[config.mk]
export PLATFORM = sky130hd
export DESIGN_NAME = dmem_arbiter
export DESIGN_NICKNAME = d
export VERILOG_FILES = /design/src/rtl/dmem_arb_pkg.sv /design/src/rtl/burst_counter.sv /design/src/rtl/dmem_arbiter.sv
export SDC_FILE = /design/constraint.sdc
export NUM_CORES = 1
export LEC_CHECK = 0
export ABC_AREA = 1
export CORE_AREA = 4 4 115 117
export DETAILED_ROUTE_END_ITERATION = 10
export DIE_AREA = 0 0 119 121
export PLACE_DENSITY_LB_ADDON = 0.3
export SYNTH_ARGS = -nofsm -noshare
export SYNTH_HDL_FRONTEND = slang
export SYNTH_SLANG_ARGS = --single-unit
[constraint.sdc]
create_clock -name clk -period 2.05 [get_ports clk]
set_input_delay 0.205 -clock clk [delete_from_list [all_inputs] [get_ports clk]]
set_output_delay 0.205 -clock clk [all_outputs]
set_load 0.1 [all_outputs]
[src/rtl/dmem_arb_pkg.sv]
// rtl/dmem_arb_pkg.sv - ownership encoding and defaults for the data-memory arbiter
package dmem_arb_pkg;

  typedef enum logic [1:0] {
    NONE = 2'b00,
    CPU  = 2'b01,
    DMA  = 2'b10
  } owner_e;

  localparam int MAX_BURST_DEFAULT = 8;

endpackage

[src/rtl/burst_counter.sv]
// rtl/burst_counter.sv - per-tenure contended beat counter with saturation and limit flag
module burst_counter #(
  parameter int MAX_BURST = 8,
  parameter int CW        = $clog2(MAX_BURST) + 1
) (
  input  logic          clk,
  input  logic          RESET,
  input  logic          clr,
  input  logic          inc,
  output logic [CW-1:0] cnt,
  output logic          limit_hit
);

  localparam logic [CW-1:0] LIMIT = CW'(MAX_BURST - 1);
  localparam logic [CW-1:0] SAT   = CW'(MAX_BURST);

  always_ff @(posedge clk or negedge RESET) begin
    if (!RESET) begin
      cnt <= '0;
    end else if (clr) begin
      cnt <= '0;
    end else if (inc && (cnt != SAT)) begin
      cnt <= cnt + CW'(1);
    end
  end

  // Flags the beat that completes the tenure's allowance.
  assign limit_hit = (cnt == LIMIT);

endmodule

[src/rtl/dmem_arbiter.sv]
// rtl/dmem_arbiter.sv - shares the Data_Memory port between CPU and DMA with bounded bursts
module dmem_arbiter
  import dmem_arb_pkg::*;
#(
  parameter int AW        = 32,
  parameter int DW        = 32,
  parameter int MAX_BURST = MAX_BURST_DEFAULT
) (
  input  logic          clk,
  input  logic          RESET,
  input  logic          cpu_req,
  input  logic          cpu_we,
  input  logic [AW-1:0] cpu_adr,
  input  logic [DW-1:0] cpu_wd,
  output logic [DW-1:0] cpu_rd,
  output logic          cpu_ack,
  input  logic          dma_req,
  input  logic          dma_we,
  input  logic [AW-1:0] dma_adr,
  input  logic [DW-1:0] dma_wd,
  output logic [DW-1:0] dma_rd,
  output logic          dma_ack,
  output logic [AW-1:0] mem_adr,
  output logic [DW-1:0] mem_wd,
  output logic          mem_wr,
  output logic          mem_oe,
  input  logic [DW-1:0] mem_rd
);

  localparam int CW = $clog2(MAX_BURST) + 1;

  owner_e        owner;
  owner_e        owner_nxt;
  logic [CW-1:0] beat_cnt;
  logic          limit_hit;
  logic          oth_req;
  logic          any_ack;
  logic          burst_clr;

  assign cpu_ack = (owner == CPU) & cpu_req;
  assign dma_ack = (owner == DMA) & dma_req;
  assign any_ack = cpu_ack | dma_ack;

  always_comb begin
    oth_req = 1'b0;
    case (owner)
      CPU:     oth_req = dma_req;
      DMA:     oth_req = cpu_req;
      default: oth_req = 1'b0;
    endcase
  end

  always_comb begin
    owner_nxt = owner;
    case (owner)
      NONE: begin
        if (cpu_req)      owner_nxt = CPU;
        else if (dma_req) owner_nxt = DMA;
      end
      CPU: begin
        if (!cpu_req)                 owner_nxt = dma_req ? DMA : NONE;
        else if (limit_hit & dma_req) owner_nxt = DMA;
      end
      DMA: begin
        if (!dma_req)                 owner_nxt = cpu_req ? CPU : NONE;
        else if (limit_hit & cpu_req) owner_nxt = CPU;
      end
      default: owner_nxt = NONE;
    endcase
  end

  always_ff @(posedge clk or negedge RESET) begin
    if (!RESET) begin
      owner <= NONE;
    end else begin
      owner <= owner_nxt;
    end
  end

  // An uncontended owner never accumulates beats, so it keeps the port indefinitely.
  assign burst_clr = (owner_nxt != owner) | ~oth_req;

  burst_counter #(
    .MAX_BURST(MAX_BURST),
    .CW       (CW)
  ) u_burst (
    .clk      (clk),
    .RESET    (RESET),
    .clr      (burst_clr),
    .inc      (any_ack),
    .cnt      (beat_cnt),
    .limit_hit(limit_hit)
  );

  always_comb begin
    mem_adr = '0;
    mem_wd  = '0;
    mem_wr  = 1'b0;
    mem_oe  = 1'b0;
    case (owner)
      CPU: begin
        mem_adr = cpu_adr;
        mem_wd  = cpu_wd;
        mem_wr  = cpu_ack & cpu_we;
        mem_oe  = cpu_ack & ~cpu_we;
      end
      DMA: begin
        mem_adr = dma_adr;
        mem_wd  = dma_wd;
        mem_wr  = dma_ack & dma_we;
        mem_oe  = dma_ack & ~dma_we;
      end
      default: ;
    endcase
  end

  assign cpu_rd = cpu_ack ? mem_rd : '0;
  assign dma_rd = dma_ack ? mem_rd : '0;

endmodule

# After elaboration in Yosys (flattened, before gate mapping)
# Index checks and enable logic that the tools add are counted.
# word_totals
ff_bits,6
in_bits,166
output_inout_bits,132
elab_cells,42
# classes
add_sub_neg,1
n_eq_ne,5
mux,18
bitwise,13
reduce_logical,3
# op_table
operator,n
$pmux W32 S2,2
$mux W32,2
$mux W2,7
$and A1 B1 Y1,8
$mux W4,2
$pmux W1 S2,3
$pmux W2 S3,1
$add A4 B1 Y4 const B,1
$eq A4 B3 Y1 const B,1
$ne A4 B4 Y1 const B,1
$not A1 Y1,3
$eq A2 B1 Y1 const B,1
$eq A2 B2 Y1 const B,1
$logic_not A2 Y1,1
$ne A2 B2 Y1,1
$or A1 B1 Y1,2
$reduce_bool A2 Y1,1
$logic_and A1 B1 Y1,1
$mux W1,1

# Longest topological paths before layout
# Gate-level depths: netlist of the first run.
# logic_depth
ltp_word,8
ltp_mapped,11
mapped_depth_nobuf,11

# Hierarchy
# A second synthesis of the first run with hierarchy kept.
# hier_totals
cells_unflattened,405
area_unflattened_um2,1890.6
# by_module_without_submodules
mod,instances,cells_each,area_each_um2,seq_area_each_um2
dmem_arbiter,1,373,1631.6,50.0
burst_counter,1,32,259.0,100.1

# Least setup slack after synthesis of the first run
# OpenSTA, ideal clock, no wires.
# synth_path
path_kind,reg2out
startpoint,register owner[1]
endpoint,output port mem_wr
arrival_ps,2802
required_time_ps,1845
path_slack_ps,-957
stages_incl_launch_ff,7
path_buffers,0
cell_sequence,dfrtp_1 -> inv_1 -> ha_1 -> nand2_2 -> inv_2 -> nand2_1 -> a21oi_1
# synth_between
elab_chain_len,4
# synth_lines
element,line_no,rtl
start: declaration,dmem_arbiter.sv:32,owner_e owner;
start signal: assignment,dmem_arbiter.sv:76,owner <= owner_nxt;
$eq A2 B1 Y1,dmem_arbiter.sv:40,assign cpu_ack = (owner == CPU) & cpu_req;
$and A1 B1 Y1,dmem_arbiter.sv:40,
net cpu_ack,dmem_arbiter.sv:16,"output logic cpu_ack,"
$and A1 B1 Y1,dmem_arbiter.sv:104,mem_wr = cpu_ack & cpu_we;
$pmux W1 S2,dmem_arbiter.sv:100,case (owner)
end: declaration,dmem_arbiter.sv:25,"output logic mem_wr,"
# The timed path passes the listed nets, and every way through them passes these cells.

# Worst setup path after layout of the first run
# layout_path
startpoint,register owner[1]
endpoint,output port mem_adr[21]
# layout_between
elab_chain_len,2
# layout_lines
element,line_no,rtl
$eq A2 B2 Y1 / $eq A2 B1 Y1 (equally long branches),dmem_arbiter.sv:100,
$pmux W32 S2 *,dmem_arbiter.sv:100,
end: declaration,dmem_arbiter.sv:23,"output logic [AW-1:0] mem_adr,"
# Every way passes the cells marked *; elsewhere a longest branch is shown, timed or not.

==> results of run 1 <==
[state kept, by name (all words and copies together), names as in the netlist]
register,flops
u_burst.cnt,4
owner,2
[cell usage after synthesis]
cell      number
nand2_1      151
nor2_1        75
a21oi_1       67
inv_1         44
buf_2         13
buf_1          8
clkbuf_1       6
dfrtp_1        6
ha_1           6
inv_2          3
nand4_1        3
xor2_1         3
nand3_1        2
nand3_2        2
o21ai_0        2
and2_1         1
nand2_2        1
nand2_4        1
o21ai_2        1
o22ai_1        1
[worst max-delay path: stages, from the launching register on]
cell and delay (ns):
dfrtp_2 0.41, inv_2 0.09, ha_4 0.31, inv_8 0.08, bufbuf_16 0.32, a21oi_4 0.14
buf_12 0.19
[layout by cell type, fill, tap and decap left out, drive strengths merged]
cell type	netlist	layout
bufbuf	0	1
clkbuf	6	5
nand2	153	153
inv	47	47
o22ai	1	1
nand3	4	4
dfrtp	6	6
a21oi	67	67
clkdlybuf4s50	0	165
ha	6	6
o21ai	3	3
xor2	3	3
nor2	75	75
nand4	3	3
buf	21	146
and2	1	1
[layer usage]
metal | vias to the layer above | global-route usage (%) | share of wire, %
li1 | 1786 | - | -
met1 | 1683 | 18.8 | 33
met2 | 232 | 35.9 | 54
met3 | 28 | 7.46 | 11
met4 | 0 | 3.55 | 2.3
met5 | - | 0 | 0
[timing repair]
item,4_1_cts,5_1_grt
endpoints found under the hold margin,0,0
setup endpoints to repair,113,72
cloned,1,2
setup buffers,0,3
gates resized for setup,11,4
[metrics by stage]
stage	utilization (%)	power (W)	TNS, ns	setup WS (ns)
2_1_floorplan	-	0.00777	-16.41	-0.453
3_3_place_gp	59.5	0.0117	0	0.152
3_5_place_dp	59.5	0.0118	0	0.103
4_1_cts	60.8	0.0124	0	0.00607
5_1_grt	61.6	0.0129	0	0.0140
6_report	61.6	0.0125	0	0.0588
[where the power goes]
group          leakage [nW]  switching [W]  internal (W)
Sequential           0.0786      0.0000319      0.000142
Clock                0.0370      0.0000725      0.000251
Combinational          2.71        0.00790       0.00411
[final cells by class]
class | count | area [µm²]
inverters | 47 | 186
clock buffers | 3 | 75.1
fillers | 994 | 4740
flip-flops and latches | 6 | 153
multi-input cells | 316 | 2390
well taps | 172 | 215
repair buffers | 314 | 4600
[kinds of logic after synthesis]
group           count (synthesis)  share of synthesized area, %
compound gates                 71                          19.7
fa+ha+maj                       6                          4.11
buf+inv                        74                          16.1
simple gates                  236                          50.4
flops                           6                          8.22
xor+xnor                        3                          1.44
[path summary, 6_finish.rpt]
check / start / endpoint / slack, ns / depth (start not counted)
setup / recovery: owner[1]$_DFF_PN0_ / mem_adr[21] / 0.06 / 6
hold / removal: RESET / u_burst.cnt[1]$_DFFE_PN0P_ / 0.24 / 1
setup reg to reg: owner[0]$_DFF_PN0_ / u_burst.cnt[2]$_DFFE_PN0P_ / 0.24 / 12
hold reg to reg: u_burst.cnt[3]$_DFFE_PN0P_ / u_burst.cnt[3]$_DFFE_PN0P_ / 0.58 / 2
max in group asynchronous: RESET / owner[1]$_DFF_PN0_ / 1.54 / 1
min in group clk: u_burst.cnt[3]$_DFFE_PN0P_ / u_burst.cnt[3]$_DFFE_PN0P_ / 0.58 / 2
==> qor.yml, run 1 <==
timing:
  finalSetupViolCount: 0
  rsz0062_at_grt: "no"
  skew_ns: 0.00239
  period_needed_ns: 1.99
  maxSlewHeadroom_pct: 74.8
  whs_ns: 0.243
  max_freq_ghz: 0.502
  finalHoldViolCount: 0
  worst_slew_pin_slew_ns: 0.377
  slew_violations: 0
  period_share_pct: 97.1
global_route:
  antenna_found_initial: 0
  grt_pass1_vias: 4021
  grt_pass1_wl_um: 21600
  grt_max_degree: 45
  track_usage_pct: 18.6
  grt.overflow.total: 0
synth:
  syn_avg_cell_area_um2: 4.61
  yosysTopAreaCell: "nand2_1"
  synthCells: 396
  synthDistinctLibCells: 20
  yosysWarningCount: 0
  synthesis.nets: 568
  synth_area_um2: 1830
  synthTopCellsByArea: "nand2_1, a21oi_1, nor2_1"
  yosysSeqAreaShare_pct: 8.22
  synth_top_area_share_pct: 31.0
  synth_seq_cells: 6
routing:
  via_per_inst: 4.35
  postRouteAntennaNets: 0
  first_iter_violations: 134
  wirelength_um: 14500
  drt_pass1_iterations: 5
  via_count: 3729
  wl_per_cell_um: 16.9
  drc: 0
placed_design:
  gp_congestion: 0.781
  dp.cells: 849
  place_area_um2: 7350
  post-dp-hpwl_um: 12200
  numPortBuffers: 297
hold_path:
  hp-class: "input pin to asynchronous set/reset pin"
floorplan:
  die_area_um2: 14400
  die_height_um: 121
  initial_core_util_pct: 14.8
  die_w_um: 119
  core-area_um2: 12400
  pin_count: 298
  rows: 41
critical_path:
  cp.required_ns: 1.85
  path_max_fanout: 12
  endpoint_kind: "output pin"
  crit_arrival_ns: 1.79
  critPathKind: "flip-flop to output pin"
  start_kind: "flip-flop"
power:
  vdd_ir_drop_max_mv: 0.767
  power.density_nw_per_um2: 1640
  p_leak_nw: 2.82
layout:
  final_area_um2: 7620
  fin_cells: 858
  area_delta_synth_final_pct: 317
  nNetsFinal: 860
  n_antenna_cell: 0
  drive_gt1_share_pct: 38.6
clocking:
  clock-sinks: 6
  hold_buffers: 0
  clock_path_buffers: 2
  cts_tree: "built"
  numCtsBuffers: 3
  clk_latency_ns: 0.23
  root_buffer: "clkbuf_16"
  htreeDepth: 1
  clk_pin_slew_worst_paths_ns: 0.04
run_status:
  outcome: "finished clean"
flow_run:
  cap_violations: 0
Note: power is estimated with default switching activity, not from simulation.
==> run 2: changes to the inputs <==
--- a/config.mk
+++ b/config.mk
@@ -5,10 +5,9 @@
 export SDC_FILE = /design/constraint.sdc
 export NUM_CORES = 1
 export LEC_CHECK = 0
-export ABC_AREA = 1
-export CORE_AREA = 4 4 115 117
+export CORE_AREA = 2 2 114 116
 export DETAILED_ROUTE_END_ITERATION = 10
-export DIE_AREA = 0 0 119 121
+export DIE_AREA = 0 0 116 118
 export PLACE_DENSITY_LB_ADDON = 0.3
 export SYNTH_ARGS = -nofsm -noshare
 export SYNTH_HDL_FRONTEND = slang
==> qor.yml, run 2 <==
run_status:
  outcome: "finished clean"
critical_path:
  cp_slowest_stage_delay_ns: 0.41  # about the same
  path_max_fanout: 16  # +4
  regToRegStartpoint: "owner[0]$_DFF_PN0_"
  reg2reg_depth: 7  # -5
  endpoint_kind: "output pin"
  crit_arrival_ns: 1.80  # about the same
  crit_end: "mem_adr[7]"
  ff2ff_setup_slack_ns: 0.07  # -0.17 ns
  path_cells: "inv_2 > ha_4 > buf_12 > buf_4 > a22oi_1 > nor2b_4 > buf_12"
  r2r_end: "u_burst.cnt[0]$_DFFE_PN0P_"
  start_kind: "flip-flop"
  cp_common_cell: "buf_12"
  cp.required_ns: 1.85  # about the same
  crit_slowest_cell: "dfrtp_2"
  startpoint: "owner[1]$_DFF_PN0_"
  critPathKind: "flip-flop to output pin"
routing:
  postRouteAntennaNets: 0  # unchanged
  drc: 0  # unchanged
  via_count: 3726  # -0.080%
  first_iter_violations: 266  # +99%
  wl_per_cell_um: 20.3  # +20%
  via_per_inst: 4.81  # +11%
  wirelength_um: 15800  # +8.6%
  drt_pass1_iterations: 4  # -1
floorplan:
  die_w_um: 116  # -2.5%
  initial_core_util_pct: 16.6  # +1.8 points
  die_area_um2: 13700  # -4.9%
  core-area_um2: 12400  # +0.41%
  rows: 41  # unchanged
  die_height_um: 118  # -2.5%
  pin_count: 298  # unchanged
layout:
  area_delta_synth_final_pct: 290
  nNetsFinal: 775  # -9.9%
  final_area_um2: 8040  # +5.5%
  regMostFlops: "u_burst.cnt"
  reg.largest.list: "u_burst.cnt: 4 flops, owner: 2 flops"
  final_common_cell: "clkdlybuf4s50_1"
  fillers: 940  # -5.4%
  largest_register_ff_count: 4  # unchanged
  drive_gt1_share_pct: 56.8  # +18 points
  final_cell_mix: "clkdlybuf4s50_1, buf_12, nor2b_4"
timing:
  rsz0062_at_grt: "yes"
  maxSlewHeadroom_pct: 66.3  # -8.5 points
  worst_slew_pin_slew_ns: 0.505  # +0.128 ns
  period_needed_ns: 2.00  # +0.0133 ns
  period_share_pct: 97.8  # +0.65 points
  setup_slack_ns: 0.0455  # -0.0133 ns
  max_freq_ghz: 0.499  # -0.67%
  finalSetupTns_ns: 0  # unchanged
  finalSetupViolCount: 0  # unchanged
  finalHoldViolCount: 0  # unchanged
  skew_ns: 0.00819  # +0.00580 ns
  slew_violations: 0  # unchanged
clocking:
  cts_tree: "built"
  clk_latency_ns: 0.24  # about the same
  clock_path_buffers: 2  # unchanged
  htreeDepth: 1  # unchanged
  clock-sinks: 6  # unchanged
  root_buffer: "clkbuf_16"
  numCtsBuffers: 3  # unchanged
  clk_pin_slew_worst_paths_ns: 0.04  # about the same
power:
  p_seq_share_pct: 1.4  # about the same
  clockPowerShare_pct: 2.7  # about the same
  vdd_ir_drop_max_mv: 0.880  # +15%
  switching_share_pct: 56.8  # -7.2 points
  combPwrFrac_pct: 96.0  # about the same
  power.density_nw_per_um2: 1600  # -2.2%
  p_sw_w: 0.00732  # -8.5%
  cell_internal_pwr_w: 0.00557  # +24%
  p_leak_nw: 2.98  # +5.6%
synth:
  yosysSeqAreaShare_pct: 7.29  # -0.93 points
  synth_commonest_cells: "a22oi_1, nor2b_1, and3_1"
  synth_top_area_share_pct: 24.1  # -7.0 points
  synthArstFlopShare_pct: 100  # unchanged
  synth_seq_cells: 6  # unchanged
  synthCells: 305  # -23%
  synth_enable_flop_cells: 0  # unchanged
  yosysWarningCount: 0  # unchanged
  yosysMostFrequentCell: "a22oi_1"
  synth_area_um2: 2060  # +13%
  synthFlopType: "dfrtp_1"
  synthesis.nets: 477  # -16%
  synthTopCellsByArea: "a22oi_1, nor2b_1, and3_1"
  syn_avg_cell_area_um2: 6.75  # +46%
  synthDistinctLibCells: 41  # +110%
  yosysTopAreaCell: "a22oi_1"
global_route:
  grt_pass1_vias: 4008  # -0.32%
  top_usage_layer: "met2"
  grt_max_degree: 49  # +8.9%
  use_met3_pct: 7.52  # +0.059 points
  antenna_found_initial: 1  # +1
  grt.overflow.total: 0  # unchanged
  grt_util_met2_pct: 41.4  # +5.6 points
  use_met1_pct: 21.7  # +2.9 points
  track_usage_pct: 21.6  # +3.0 points
  grt_pass1_wl_um: 23000  # +6.5%
placed_design:
  place_area_um2: 7480  # +1.7%
  numPortBuffers: 297  # unchanged
  post-dp-hpwl_um: 12000  # -2.2%
  place_ws_ns: -0.0283  # -0.131 ns
  gp_congestion: 0.853  # +9.2%
flow_run:
  cap_violations: 0  # unchanged
hold_path:
  hp-class: "input pin to asynchronous set/reset pin"
[run 2: cells by family (layout without fill, tap and decap cells)]
logic type	Yosys count	count (layout)	share of synthesized area [%]
XOR/XNOR	3	3	1.28
flip-flops	6	6	7.29
other	0	1	0
adder cells (fa/ha/maj)	6	6	3.65
buffers and inverters	48	345	9.17
multiplexers	1	1	0.486
AND/OR/NAND/NOR	152	152	46.0
AO/OA/AOI/OAI	89	89	32.1
[run 2: power by group through the flow]
stage               logic, W  clock network [W]  registers, W
floorplan            0.00768                  0      0.000179
global placement      0.0115                  0      0.000196
detailed placement    0.0115                  0      0.000196
CTS                   0.0122           0.000336      0.000175
global route          0.0128           0.000350      0.000181
finish                0.0124           0.000343      0.000177
[run 2: metrics by stage]
step / utilization [%] / std cells / hold slack [ns] / total power [W]
final: 64.7 / 775 / 0.213 / 0.0129
after global routing: 64.7 / 775 / 0.238 / 0.0133
after CTS: 62.8 / 767 / 0.225 / 0.0127
after detailed placement: 60.2 / 752 / 0.474 / 0.0117
after global placement: 60.2 / 752 / 0.457 / 0.0116
after floorplan: - / 305 / -0.0906 / 0.00785
[run 2: layout make-up]
type                       count  area (µm²)  share of cell area [%]
antenna                        1        2.50                  0.0311
timing repair buffer         331        4780                    59.5
multi-input combinational    251        2760                    34.3
clock buffer                   4        78.8                   0.981
sequential                     6         153                    1.90
tap                          172         215                    2.68
inverter                      10        47.5                   0.592
[run 2: how the worst min path moves through the flow]
stage	end	slack (ns)	depth (start not counted)
3_5_place_dp	u_burst.cnt[3]$_DFFE_PN0P_	0.47	1
6_report	u_burst.cnt[2]$_DFFE_PN0P_	0.21	1
5_1_grt	u_burst.cnt[2]$_DFFE_PN0P_	0.24	1
2_1_floorplan	owner[0]$_DFF_PN0_	-0.09	0
3_3_place_gp	u_burst.cnt[1]$_DFFE_PN0P_	0.46	1
4_1_cts	u_burst.cnt[2]$_DFFE_PN0P_	0.22	1
[run 2: worst max-delay path, delay by kind of cell (launching register included)]
kind | cells | cell delay [ns]
AOI/OAI and AO/OA | 1 | 0.31
buffers and inverters | 4 | 0.55
DFF | 1 | 0.41
and+or+nand+nor | 1 | 0.08
adders and majority gates | 1 | 0.19
[run 2: per-layer routing]
metal  routed length [µm]  part of all wire (%)
met5                    0                     0
met2                 8500                    54
met1                 5320                    34
met3                 1700                    11
met4                  252                   1.6
[run 2: repair_timing]
item,CTS,global route
buffers inserted,6,7
hold buffers,0,0
pin swaps,2,7
gates resized for setup,5,39
gates cloned,5,0
setup endpoints to repair,57,39
==> run 3: changes to the inputs <==
--- a/config.mk
+++ b/config.mk
@@ -8,7 +8,8 @@
 export CORE_AREA = 2 2 114 116
 export DETAILED_ROUTE_END_ITERATION = 10
 export DIE_AREA = 0 0 116 118
-export PLACE_DENSITY_LB_ADDON = 0.3
+export PLACE_DENSITY = 0.58
+export SKIP_CTS_REPAIR_TIMING = 1
 export SYNTH_ARGS = -nofsm -noshare
 export SYNTH_HDL_FRONTEND = slang
 export SYNTH_SLANG_ARGS = --single-unit
==> qor.yml, run 3 (synthesized netlist as in run 2, its figures left out) <==
run_status:
  outcome: "finished with violations"
  violations: "setup timing"
routing:
  drt_pass1_iterations: 4  # unchanged
  wirelength_um: 15500  # -1.6%
  postRouteAntennaNets: 0  # unchanged
  wl_per_cell_um: 20.2  # -0.60%
  drc: 0  # unchanged
  via_count: 3693  # -0.89%
  first_iter_violations: 123  # -54%
  via_per_inst: 4.81  # +0.15%
global_route:
  antenna_found_initial: 0  # -1
  grt.overflow.total: 0  # unchanged
  track_usage_pct: 20.6  # -1.0 points
  grt_pass1_wl_um: 22000  # -4.4%
  grt_max_degree: 56  # +14%
  grt_pass1_vias: 3887  # -3.0%
layout:
  final_area_um2: 7740  # -3.7%
  reg.largest.list: "u_burst.cnt: 4 flops, owner: 2 flops"
  regMostFlops: "u_burst.cnt"
  final_common_cell: "clkdlybuf4s50_1"
  largest_register_ff_count: 4  # unchanged
  n_antenna_cell: 0  # -1
  fin_cells: 767  # -1.0%
  drive_gt1_share_pct: 53.3  # -3.5 points
  nNetsFinal: 768  # -0.90%
  final_cell_mix: "clkdlybuf4s50_1, buf_12, nor2b_4"
  area_delta_synth_final_pct: 276
timing:
  worst_slew_pin_slew_ns: 0.465  # -0.0408 ns
  skew_ns: 0.0135  # +0.00536 ns
  max_freq_ghz: 0.485  # -2.7%
  finalHoldViolCount: 0  # unchanged
  finalSetupViolCount: 2  # +2
  slew_violations: 0  # unchanged
  maxSlewHeadroom_pct: 69.0  # +2.7 points
  period_share_pct: 100  # +2.7 points
  period_needed_ns: 2.06  # +0.0557 ns
  rsz0062_at_grt: "yes"
  setup_slack_ns: -0.0102  # -0.0557 ns
placed_design:
  post-dp-hpwl_um: 12100  # +1.2%
  place_area_um2: 7440  # -0.50%
  gp_congestion: 0.877  # +2.7%
  dp.cells: 751  # -0.13%
  numPortBuffers: 297  # unchanged
power:
  vdd_ir_drop_max_mv: 1.15  # +30%
  fin_total_pwr_w: 0.0125  # -3.4%
  power.density_nw_per_um2: 1610  # +0.29%
  p_leak_nw: 2.89  # -3.1%
hold_path:
  hp-class: "input pin to asynchronous set/reset pin"
floorplan:
  core-area_um2: 12400  # unchanged
  die_w_um: 116  # unchanged
  initial_core_util_pct: 16.6  # unchanged
  die_area_um2: 13700  # unchanged
  rows: 41  # unchanged
  pin_count: 298  # unchanged
  die_height_um: 118  # unchanged
clocking:
  numCtsBuffers: 3  # unchanged
  clk_pin_slew_worst_paths_ns: 0.04  # about the same
  clk_latency_ns: 0.24  # about the same
  htreeDepth: 1  # unchanged
  root_buffer: "clkbuf_16"
  cts_tree: "built"
  clock-sinks: 6  # unchanged
  clock_path_buffers: 2  # unchanged
critical_path:
  path_max_fanout: 19  # +3
  critPathKind: "flip-flop to output pin"
  start_kind: "flip-flop"
  ff2ff_setup_slack_ns: -0.01  # -0.08 ns
  crit_arrival_ns: 1.86  # +0.06 ns
  reg2reg_depth: 6  # -1
  cp.required_ns: 1.85  # about the same
  r2r_end: "u_burst.cnt[1]$_DFFE_PN0P_"
  endpoint_kind: "output pin"
  regToRegStartpoint: "owner[0]$_DFF_PN0_"
flow_run:
  cap_violations: 0  # unchanged
-- run 3: how the worst max path moves through the flow --
stage	start	end	slack, ns	depth (start not counted)
after global routing	owner[0]$_DFF_PN0_	u_burst.cnt[1]$_DFFE_PN0P_	-0.12	6
after floorplan	owner[1]$_DFF_PN0_	mem_wr	-0.08	7
final	owner[1]$_DFF_PN0_	mem_wr	-0.01	8
after detailed placement	owner[0]$_DFF_PN0_	u_burst.cnt[0]$_DFFE_PN0P_	0.04	6
after CTS	owner[0]$_DFF_PN0_	mem_adr[22]	-0.16	6
after global placement	dma_req	u_burst.cnt[0]$_DFFE_PN0P_	0.13	6
-- run 3: stage by stage --
stage / hold slack [ns] / setup TNS (ns) / utilization [%] / setup slack [ns]
after floorplan: -0.0906 / -0.0922 / - / -0.0789
after global placement: 0.471 / 0 / 59.9 / 0.126
after detailed placement: 0.484 / 0 / 59.9 / 0.0404
after CTS: 0.236 / -3.27 / 60.6 / -0.160
after global routing: 0.250 / -1.29 / 62.3 / -0.116
final: 0.233 / -0.0192 / 62.3 / -0.0102
-- run 3: metal layers --
metal	track usage (%)	part of all wire (%)
met1	21.0	34
met2	37.9	52
met3	8.81	12
met4	5.28	2.3
met5	0	0
-- run 3: where the power goes --
| group | leakage [nW] | internal (W) | switching, W | total, W |
|---|---|---|---|---|
| registers | 0.0790 | 0.000142 | 0.0000428 | 0.000185 |
| clock network | 0.0382 | 0.000259 | 0.0000791 | 0.000338 |
| logic | 2.77 | 0.00486 | 0.00707 | 0.0119 |
| total | 2.89 | 0.00526 | 0.00719 | 0.0125 |
-- run 3: layout make-up --
cell class / count / area [µm²]
fill: 1027 / 4680
clock buffer: 4 / 78.8
inverter: 10 / 47.5
sequential: 6 / 153
tap: 172 / 215
timing repair buffer: 324 / 4600
multi-input combinational: 251 / 2640
-- run 3: critical path: stages, from the launching register on --
cell,delay (ns)
dfrtp_2,0.44
buf_4,0.17
ha_4,0.20
buf_12,0.17
nand2_8,0.07
clkinvlp_4,0.11
a22oi_2,0.22
nor2b_4,0.07
buf_12,0.17
